[src/rtl/msu_pkg.sv]
// Shared definitions for the MSU-1 control block: register offsets, ID string,
// audio state encodings and status bit positions.
package msu_pkg;

    localparam logic [2:0] OFF_STATUS   = 3'd0;
    localparam logic [2:0] OFF_DATA     = 3'd1;
    localparam logic [2:0] OFF_SEEK0    = 3'd0;
    localparam logic [2:0] OFF_SEEK1    = 3'd1;
    localparam logic [2:0] OFF_SEEK2    = 3'd2;
    localparam logic [2:0] OFF_SEEK3    = 3'd3;
    localparam logic [2:0] OFF_TRACK_LO = 3'd4;
    localparam logic [2:0] OFF_TRACK_HI = 3'd5;
    localparam logic [2:0] OFF_VOLUME   = 3'd6;
    localparam logic [2:0] OFF_CONTROL  = 3'd7;

    // Indexed directly by register offset; offsets 0 and 1 are never read from here.
    localparam logic [7:0] MSU_ID [0:7] = '{8'h00, 8'h00, 8'h53, 8'h2D,
                                            8'h4D, 8'h53, 8'h55, 8'h31};

    typedef enum logic [2:0] {
        AUD_IDLE    = 3'd0,
        AUD_REQ     = 3'd1,
        AUD_MOUNT   = 3'd2,
        AUD_READY   = 3'd3,
        AUD_MISSING = 3'd4
    } audio_state_t;

    localparam logic [2:0] ST_IDLE    = AUD_IDLE;
    localparam logic [2:0] ST_REQ     = AUD_REQ;
    localparam logic [2:0] ST_MOUNT   = AUD_MOUNT;
    localparam logic [2:0] ST_READY   = AUD_READY;
    localparam logic [2:0] ST_MISSING = AUD_MISSING;

    localparam int STAT_DATA_BUSY  = 7;
    localparam int STAT_AUDIO_BUSY = 6;
    localparam int STAT_REPEAT     = 5;
    localparam int STAT_PLAYING    = 4;
    localparam int STAT_MISSING    = 3;

endpackage

[src/rtl/msu_prefetch_fifo.sv]
// Synchronous byte FIFO for the MSU data port prefetch; flush has priority over push/pop.
module msu_prefetch_fifo
    import msu_pkg::*;
#(
    parameter  int DEPTH = 8,
    localparam int AW    = $clog2(DEPTH),
    localparam int CW    = $clog2(DEPTH + 1)
) (
    input  logic          CLK,
    input  logic          RST,
    input  logic          flush,
    input  logic          push,
    input  logic [7:0]    din,
    input  logic          pop,
    output logic [7:0]    dout,
    output logic [CW-1:0] count
);

    logic [7:0]    mem [0:DEPTH-1];
    logic [AW-1:0] wr_ptr;
    logic [AW-1:0] rd_ptr;
    logic          do_push;
    logic          do_pop;

    // Overflowing pushes and underflowing pops are dropped so the pointers stay coherent.
    assign do_push = push && (count != CW'(DEPTH));
    assign do_pop  = pop && (count != '0);
    assign dout    = mem[rd_ptr];

    always_ff @(posedge CLK or posedge RST) begin
        if (RST) begin
            wr_ptr <= '0;
            rd_ptr <= '0;
            count  <= '0;
        end else if (flush) begin
            wr_ptr <= '0;
            rd_ptr <= '0;
            count  <= '0;
        end else begin
            if (do_push) wr_ptr <= wr_ptr + 1'b1;
            if (do_pop)  rd_ptr <= rd_ptr + 1'b1;
            case ({do_push, do_pop})
                2'b10:   count <= count + 1'b1;
                2'b01:   count <= count - 1'b1;
                default: ;
            endcase
        end
    end

    always_ff @(posedge CLK) begin
        if (do_push && !flush) mem[wr_ptr] <= din;
    end

endmodule

[src/rtl/msu_ctrl_v2.sv]
// MSU-1 register/control block: data port with prefetch engine plus audio track FSM.
// Optional debug outputs (dbg_state, dbg_fifo_cnt, dbg_last_reg) exist only when MSU_DEBUG_EN is defined.
module msu_ctrl_v2
    import msu_pkg::*;
#(
    parameter  int         DADDR_W    = 32,
    parameter  int         FIFO_DEPTH = 8,
    parameter  int         TRACK_W    = 16,
    parameter  logic [2:0] REV        = 3'd2,
    localparam int         CW         = $clog2(FIFO_DEPTH + 1)
) (
    input  logic               CLK,
    input  logic               RST,
    input  logic               ENABLE,
    input  logic [23:0]        ADDR,
    input  logic               RD_N,
    input  logic               WR_N,
    input  logic [7:0]         DIN,
    output logic [7:0]         DOUT,
    output logic               mem_req,
    output logic [DADDR_W-1:0] mem_addr,
    input  logic               mem_ack,
    input  logic [7:0]         mem_rdata,
    output logic [TRACK_W-1:0] track_out,
    output logic               track_request,
    input  logic               track_mounting,
    input  logic               track_missing,
    input  logic               audio_playing,
    output logic               trig_play,
    output logic               trig_pause,
    output logic [7:0]         volume_out,
    output logic               repeat_out
`ifdef MSU_DEBUG_EN
    ,
    output logic [2:0]         dbg_state,
    output logic [CW-1:0]      dbg_fifo_cnt,
    output logic [7:0]         dbg_last_reg
`endif
);

    logic               wr_n_1, rd_n_1, rd_data_sel_1, audio_playing_1;
    logic               bank_ok, sel, wr_strobe, seek_wr, ack_ok, push, pop;
    logic [2:0]         off;
    logic [23:0]        seek;
    logic [DADDR_W-1:0] fetch_ptr;
    logic               seek_valid, drop_ack, data_busy;
    logic [CW-1:0]      fifo_cnt;
    logic [7:0]         fifo_dout, status, rd_mux, track_lo;
    logic [2:0]         state;
    logic               playing, missing, rpt, audio_busy;

    assign bank_ok    = (ADDR[23:16] < 8'h40) || (ADDR[23:16] >= 8'h80 && ADDR[23:16] < 8'hC0);
    assign sel        = ENABLE && bank_ok && (ADDR[15:3] == 13'h0400);
    assign off        = ADDR[2:0];
    assign wr_strobe  = wr_n_1 && !WR_N && sel;
    assign seek_wr    = wr_strobe && (off == OFF_SEEK3);
    assign ack_ok     = mem_ack && mem_req;
    assign push       = ack_ok && !drop_ack;
    assign pop        = !rd_n_1 && RD_N && rd_data_sel_1 && (fifo_cnt != '0);
    assign audio_busy = (state == ST_REQ) || (state == ST_MOUNT);
    assign repeat_out = rpt;

    always_ff @(posedge CLK or posedge RST) begin
        if (RST) begin
            wr_n_1          <= 1'b1;
            rd_n_1          <= 1'b1;
            rd_data_sel_1   <= 1'b0;
            audio_playing_1 <= 1'b0;
        end else begin
            wr_n_1          <= WR_N;
            rd_n_1          <= RD_N;
            rd_data_sel_1   <= !RD_N && sel && (off == OFF_DATA);
            audio_playing_1 <= audio_playing;
        end
    end

    msu_prefetch_fifo #(.DEPTH(FIFO_DEPTH)) u_fifo (
        .CLK   (CLK),
        .RST   (RST),
        .flush (seek_wr),
        .push  (push),
        .din   (mem_rdata),
        .pop   (pop),
        .dout  (fifo_dout),
        .count (fifo_cnt)
    );

    // A seek while a fetch is outstanding keeps mem_req up but discards that ack's byte.
    always_ff @(posedge CLK or posedge RST) begin
        if (RST) begin
            seek       <= '0;
            fetch_ptr  <= '0;
            seek_valid <= 1'b0;
            drop_ack   <= 1'b0;
            data_busy  <= 1'b0;
            mem_req    <= 1'b0;
            mem_addr   <= '0;
        end else begin
            if (wr_strobe) begin
                case (off)
                    OFF_SEEK0: seek[7:0]   <= DIN;
                    OFF_SEEK1: seek[15:8]  <= DIN;
                    OFF_SEEK2: seek[23:16] <= DIN;
                    default:   ;
                endcase
            end
            if (ack_ok) begin
                mem_req  <= 1'b0;
                drop_ack <= 1'b0;
                if (!drop_ack) fetch_ptr <= fetch_ptr + 1'b1;
            end else if (!mem_req && seek_valid && !seek_wr && (fifo_cnt < CW'(FIFO_DEPTH))) begin
                mem_req  <= 1'b1;
                mem_addr <= fetch_ptr;
            end
            if (seek_wr) begin
                fetch_ptr  <= DADDR_W'({DIN, seek});
                seek_valid <= 1'b1;
                drop_ack   <= mem_req && !mem_ack;
                data_busy  <= 1'b1;
            end else if (fifo_cnt != '0) begin
                data_busy  <= 1'b0;
            end
        end
    end

    // Register writes later in this block override the FSM and playback-stop updates.
    always_ff @(posedge CLK or posedge RST) begin
        if (RST) begin
            state         <= ST_IDLE;
            track_lo      <= '0;
            track_out     <= '0;
            track_request <= 1'b0;
            trig_play     <= 1'b0;
            trig_pause    <= 1'b0;
            volume_out    <= '0;
            rpt           <= 1'b0;
            playing       <= 1'b0;
            missing       <= 1'b0;
        end else begin
            track_request <= 1'b0;
            trig_play     <= 1'b0;
            trig_pause    <= 1'b0;
            if (audio_playing_1 && !audio_playing) playing <= 1'b0;
            case (state)
                ST_REQ:   if (track_mounting) state <= ST_MOUNT;
                ST_MOUNT: if (!track_mounting) begin
                    state   <= track_missing ? ST_MISSING : ST_READY;
                    missing <= track_missing;
                end
                default:  ;
            endcase
            if (wr_strobe) begin
                case (off)
                    OFF_TRACK_LO: track_lo <= DIN;
                    OFF_TRACK_HI: begin
                        track_out     <= TRACK_W'({DIN, track_lo});
                        track_request <= 1'b1;
                        playing       <= 1'b0;
                        rpt           <= 1'b0;
                        missing       <= 1'b0;
                        state         <= ST_REQ;
                    end
                    OFF_VOLUME:   volume_out <= DIN;
                    OFF_CONTROL:  if (!audio_busy) begin
                        rpt <= DIN[1];
                        if (state == ST_READY && track_out != '0) begin
                            playing    <= DIN[0];
                            trig_play  <= DIN[0];
                            trig_pause <= !DIN[0];
                        end
                    end
                    default:      ;
                endcase
            end
        end
    end

    always_comb begin
        status                  = 8'h00;
        status[2:0]             = REV;
        status[STAT_DATA_BUSY]  = data_busy;
        status[STAT_AUDIO_BUSY] = audio_busy;
        status[STAT_REPEAT]     = rpt;
        status[STAT_PLAYING]    = playing;
        status[STAT_MISSING]    = missing;
        case (off)
            OFF_STATUS: rd_mux = status;
            OFF_DATA:   rd_mux = (fifo_cnt != '0) ? fifo_dout : 8'h00;
            default:    rd_mux = MSU_ID[off];
        endcase
    end

    always_ff @(posedge CLK or posedge RST) begin
        if (RST)                DOUT <= 8'h00;
        else if (!RD_N && sel)  DOUT <= rd_mux;
    end

`ifdef MSU_DEBUG_EN
    assign dbg_state    = state;
    assign dbg_fifo_cnt = fifo_cnt;

    always_ff @(posedge CLK or posedge RST) begin
        if (RST)                          dbg_last_reg <= 8'h00;
        else if (wr_strobe)               dbg_last_reg <= {5'b10000, off};
        else if (rd_n_1 && !RD_N && sel)  dbg_last_reg <= {5'b00000, off};
    end
`endif

endmodule
[config.mk]
export PLATFORM = sky130hd
export DESIGN_NAME = msu_ctrl_v2
export DESIGN_NICKNAME = d
export VERILOG_FILES = /design/src/rtl/msu_pkg.sv /design/src/rtl/msu_prefetch_fifo.sv /design/src/rtl/msu_ctrl_v2.sv
export SDC_FILE = /design/constraint.sdc
export NUM_CORES = 1
export LEC_CHECK = 0
export BUFFER_PORTS_ARGS = -buffer_cell sky130_fd_sc_hd__buf_2
export CAP_MARGIN = 20
export CORE_ASPECT_RATIO = 0.9
export CORE_UTILIZATION = 40
export DETAILED_ROUTE_END_ITERATION = 12
export SYNTH_ARGS = -nofsm -noshare
export SYNTH_HDL_FRONTEND = slang
export SYNTH_SLANG_ARGS = --single-unit
[constraint.sdc]
create_clock -name CLK -period 5.7 [get_ports CLK]
set_clock_uncertainty 0.15 [all_clocks]
set_input_delay 0.57 -clock CLK [delete_from_list [all_inputs] [get_ports CLK]]
set_output_delay 0.57 -clock CLK [all_outputs]
set_load 0.05 [all_outputs]
==> results.yml <==
pwr:
  net-switching-power_w: 0.000682
  power.combinational.fraction: 0.030
  power_report.internal_total_w: 0.00251
  sw_frac_of_total: 0.214
  fin_total_pwr_w: 0.00320
  p_clk_frac: 0.458
  cellPowerDensity_mw_per_mm2: 283
  max_vdd_drop_mv: 0.187
  p_leak_nw: 5.08
  p_seq_frac: 0.512
routing:
  detail_route.iter0.violations: 305
  avgViaCountPerCell: 5.22
  drc: 6
  post_drt_wl_per_cell_um: 18.1
  final_antenna_net_count: 0
  postRouteWirelength_um: 20800
  routed-via-count: 6000
  drt-pass1-iter-count: 8
sta:
  fin_crit_ns: 2.73
  worst_slew_pin_tran_ns: 0.934
  slew-limit-headroom: 0.375
  final-setup-viol-count: 0
  hold_viol: 0
  finalSetupTns_ns: 0
  report.final.slew_viol_count: 0
  portion_of_the_clock_cycle_consumed_by_the_worst_path_in_the_final_layout: 0.479
  clock.fmax_mhz: 367
  rsz0062_at_grt: "false"
  final.hold.worst_slack_ns: 0.0359
floorplanning:
  core_area_mm2: 0.0235
  die_w_um: 166
  placementRows: 53
  floorplan.die.height_um: 149
  ioPinCount: 118
  initial_utilization: 0.410
  dieArea_mm2: 0.0248
cts:
  cts-htree-levels: 1
  post_cts_resized: 0
  tritoncts: "built"
  max-clock-path-buffers: 3
  tritoncts_buffers: 24
  cts.repair_timing.setup_buffer_count: 0
  postCtsHoldBufs: 1
  clock_latency_ns: 0.51
  clock_pin_slew_reported_for_the_worst_setup_and_hold_paths_after_clock_tree_synthesis_ns: 0.06
  clock_sinks: 219
  cts_root_buffer: "clkbuf_16"
worst_setup_path:
  timing.critical_path.from_type: "flip-flop"
  worst_reg2reg_setup_slack_ns: 2.97
  timing.setup.critical_path_class: "flip-flop to flip-flop"
  data_required_time_of_the_critical_path_ns: 5.69
  worstSetupEndpointType: "flip-flop"
  path_max_fanout: 8
  reg2reg_from: "mem_req"
  critical_path_arrival_ns: 2.71
  r2r-end: "u_fifo.mem[5][0]"
  timing.reg2reg.worst_path_depth: 4
synth:
  synth_edf_count: 64
  synth.distinct_cells: 64
  mappedNetlistNets: 765
  netlist_instances: 711
  seq_area_frac_synth: 0.601
  postSynthRegisterBits: 219
  synth.avg_cell_area_um2: 13.6
  synthesis.yosys.warnings: 0
  synth_area_mm2: 0.00966
  most_frequently_used_flop_master_after_synthesis: "dfrtp_1"
  synth_async_sr_flop_share: 0.708
job:
  drv.max_cap_violation_count: 0
finish:
  area_growth_syn_to_layout_pct: 16.9
  layout.filler_cells: 2071
  final_nets: 885
  final-seq-area_mm2: 0.00580
  num_antenna_cells: 0
  layout_commonest_cell: "dfrtp_1"
  commonest_non_fill_non_tap_cells_in_the_layout: "dfrtp_1 (153), buf_2 (110), mux2_2 (94), edfxtp_1 (64), nor2_1 (51)"
  drive_gt1_frac: 0.346
  multi_input_comb_area_mm2: 0.00363
  final_design_area_no_fill_mm2: 0.0113
global_route:
  grt_max_degree: 77
  number_of_antenna_violations_at_the_first_check_in_global_routing: 1
  grt_pass1_vias: 5971
  grt.total_usage: 0.176
  overflow: 0
  grt_first_pass_wirelength_um: 33900
hold_path:
  hold_path_end: "rd_n_1"
  hold-path-cell-count: 1
  type_of_the_tightest_min_delay_check: "primary input to flip-flop"
  min-delay-start: "RD_N"
outcome:
  status: "finished, violations left"
  violated_checks: "design-rule violations"
placed_design:
  place_congestion: 0.788
  post-dp-hpwl_um: 14200
  detailed_place.area_mm2: 0.0105
  place.port_buffers: 110
## metrics by stage
| stage | util | instances | worst slack (ns) |
|---|---|---|---|
| 2_1_floorplan | - | 711 | 0.805 |
| 3_3_place_gp | 0.446 | 1105 | 2.60 |
| 3_5_place_dp | 0.446 | 1105 | 2.52 |
| 4_1_cts | 0.478 | 1148 | 2.98 |
| 5_1_grt | 0.480 | 1149 | 2.77 |
| 6_report | 0.480 | 1149 | 2.97 |
## kinds of logic (layout without fill, tap and decap cells)
kind of cell | after synthesis | count (layout) | synth area share
DFF | 219 | 219 | 0.601
and+or+nand+nor | 202 | 202 | 0.127
muxes | 123 | 123 | 0.159
AOI/OAI and AO/OA | 81 | 81 | 0.0492
buffers and inverters | 43 | 179 | 0.0232
xor gates and xnor gates | 38 | 38 | 0.0345
adders and majority gates | 5 | 5 | 0.00648
## critical path: stages (launching register included)
cell	delay, ns
dfrtp_1	0.45
nand3b_1	0.28
a21oi_1	0.47
nand3_1	0.24
nor2_1	0.77
## final cells by class
cell class / count / share of cell area
Tap cell: 302 / 0.0335
Clock inverter: 8 / 0.00687
Sequential cell: 219 / 0.514
Timing Repair Buffer: 124 / 0.0601
Clock buffer: 34 / 0.0592
Multi-Input combinational cell: 449 / 0.322
Inverter: 13 / 0.00477
## metal layers
layer,up-vias,part of all wire,GRT usage
li1,2863,-,-
met2,110,0.45,0.265
met5,-,0.00063,0
met1,2997,0.49,0.261
met4,2,0.018,0.0467
met3,28,0.044,0.0297
## cells in the mapped netlist (3+ instances only)
cell,instances,area share
buf_4,3,0.0023
nor3_4,4,0.0067
nor4_1,9,0.0058
a31oi_1,6,0.0039
nor2b_1,6,0.0039
o21ai_1,4,0.0021
o21ai_0,19,0.0098
and3_1,3,0.0019
nand3b_1,3,0.0023
a211oi_1,4,0.0031
buf_1,5,0.0019
nor3_1,19,0.0098
nand4_1,6,0.0039
mux2_2,94,0.11
mux2i_1,13,0.013
xnor2_1,27,0.024
buf_6,5,0.0058
edfxtp_1,64,0.20
ha_1,5,0.0065
a21oi_1,34,0.018
nand3_1,16,0.0083
and4_1,5,0.0045
nor4_2,7,0.0091
nand2b_1,5,0.0032
nor2_1,52,0.020
buf_2,11,0.0057
xor2_1,11,0.010
nand4_4,3,0.0066
dfrtp_1,153,0.40
and2_1,4,0.0026
nand2_1,40,0.016
inv_1,13,0.0051
clkbuf_1,6,0.0023
mux4_2,12,0.028
nor3b_1,3,0.0023
## worst max path at each step
| stage | from | to | slack, ns | cells past startpoint |
|---|---|---|---|---|
| floorplan | RST | DOUT[0] | 0.81 | 1 |
| global placement | ADDR[11] | mem_addr[18] | 2.60 | 7 |
| detailed placement | ADDR[11] | mem_addr[21] | 2.52 | 7 |
| CTS | mem_req | u_fifo.mem[7][3] | 2.98 | 4 |
| global route | mem_req | u_fifo.mem[5][3] | 2.77 | 4 |
| finish | mem_req | u_fifo.mem[5][0] | 2.97 | 4 |
## state kept, by name, summed over array words and instances (netlist names), 3 cells and up
register / flops
DOUT: 8
state: 3
volume_out: 8
u_fifo.wr_ptr: 3
u_fifo.mem: 64
track_out: 16
seek: 24
u_fifo.rd_ptr: 3
fetch_ptr: 32
u_fifo.count: 4
track_lo: 8
mem_addr: 32
## power groups by stage
stage / sequential, W / combinational (W) / clock, W
after floorplan: 0.00166 / 0.0000485 / 0
after global placement: 0.00166 / 0.0000939 / 0
after detailed placement: 0.00166 / 0.0000948 / 0
after CTS: 0.00163 / 0.0000957 / 0.00150
after global routing: 0.00164 / 0.000109 / 0.00157
final: 0.00164 / 0.0000952 / 0.00146
(Power assumes the default switching activity.)
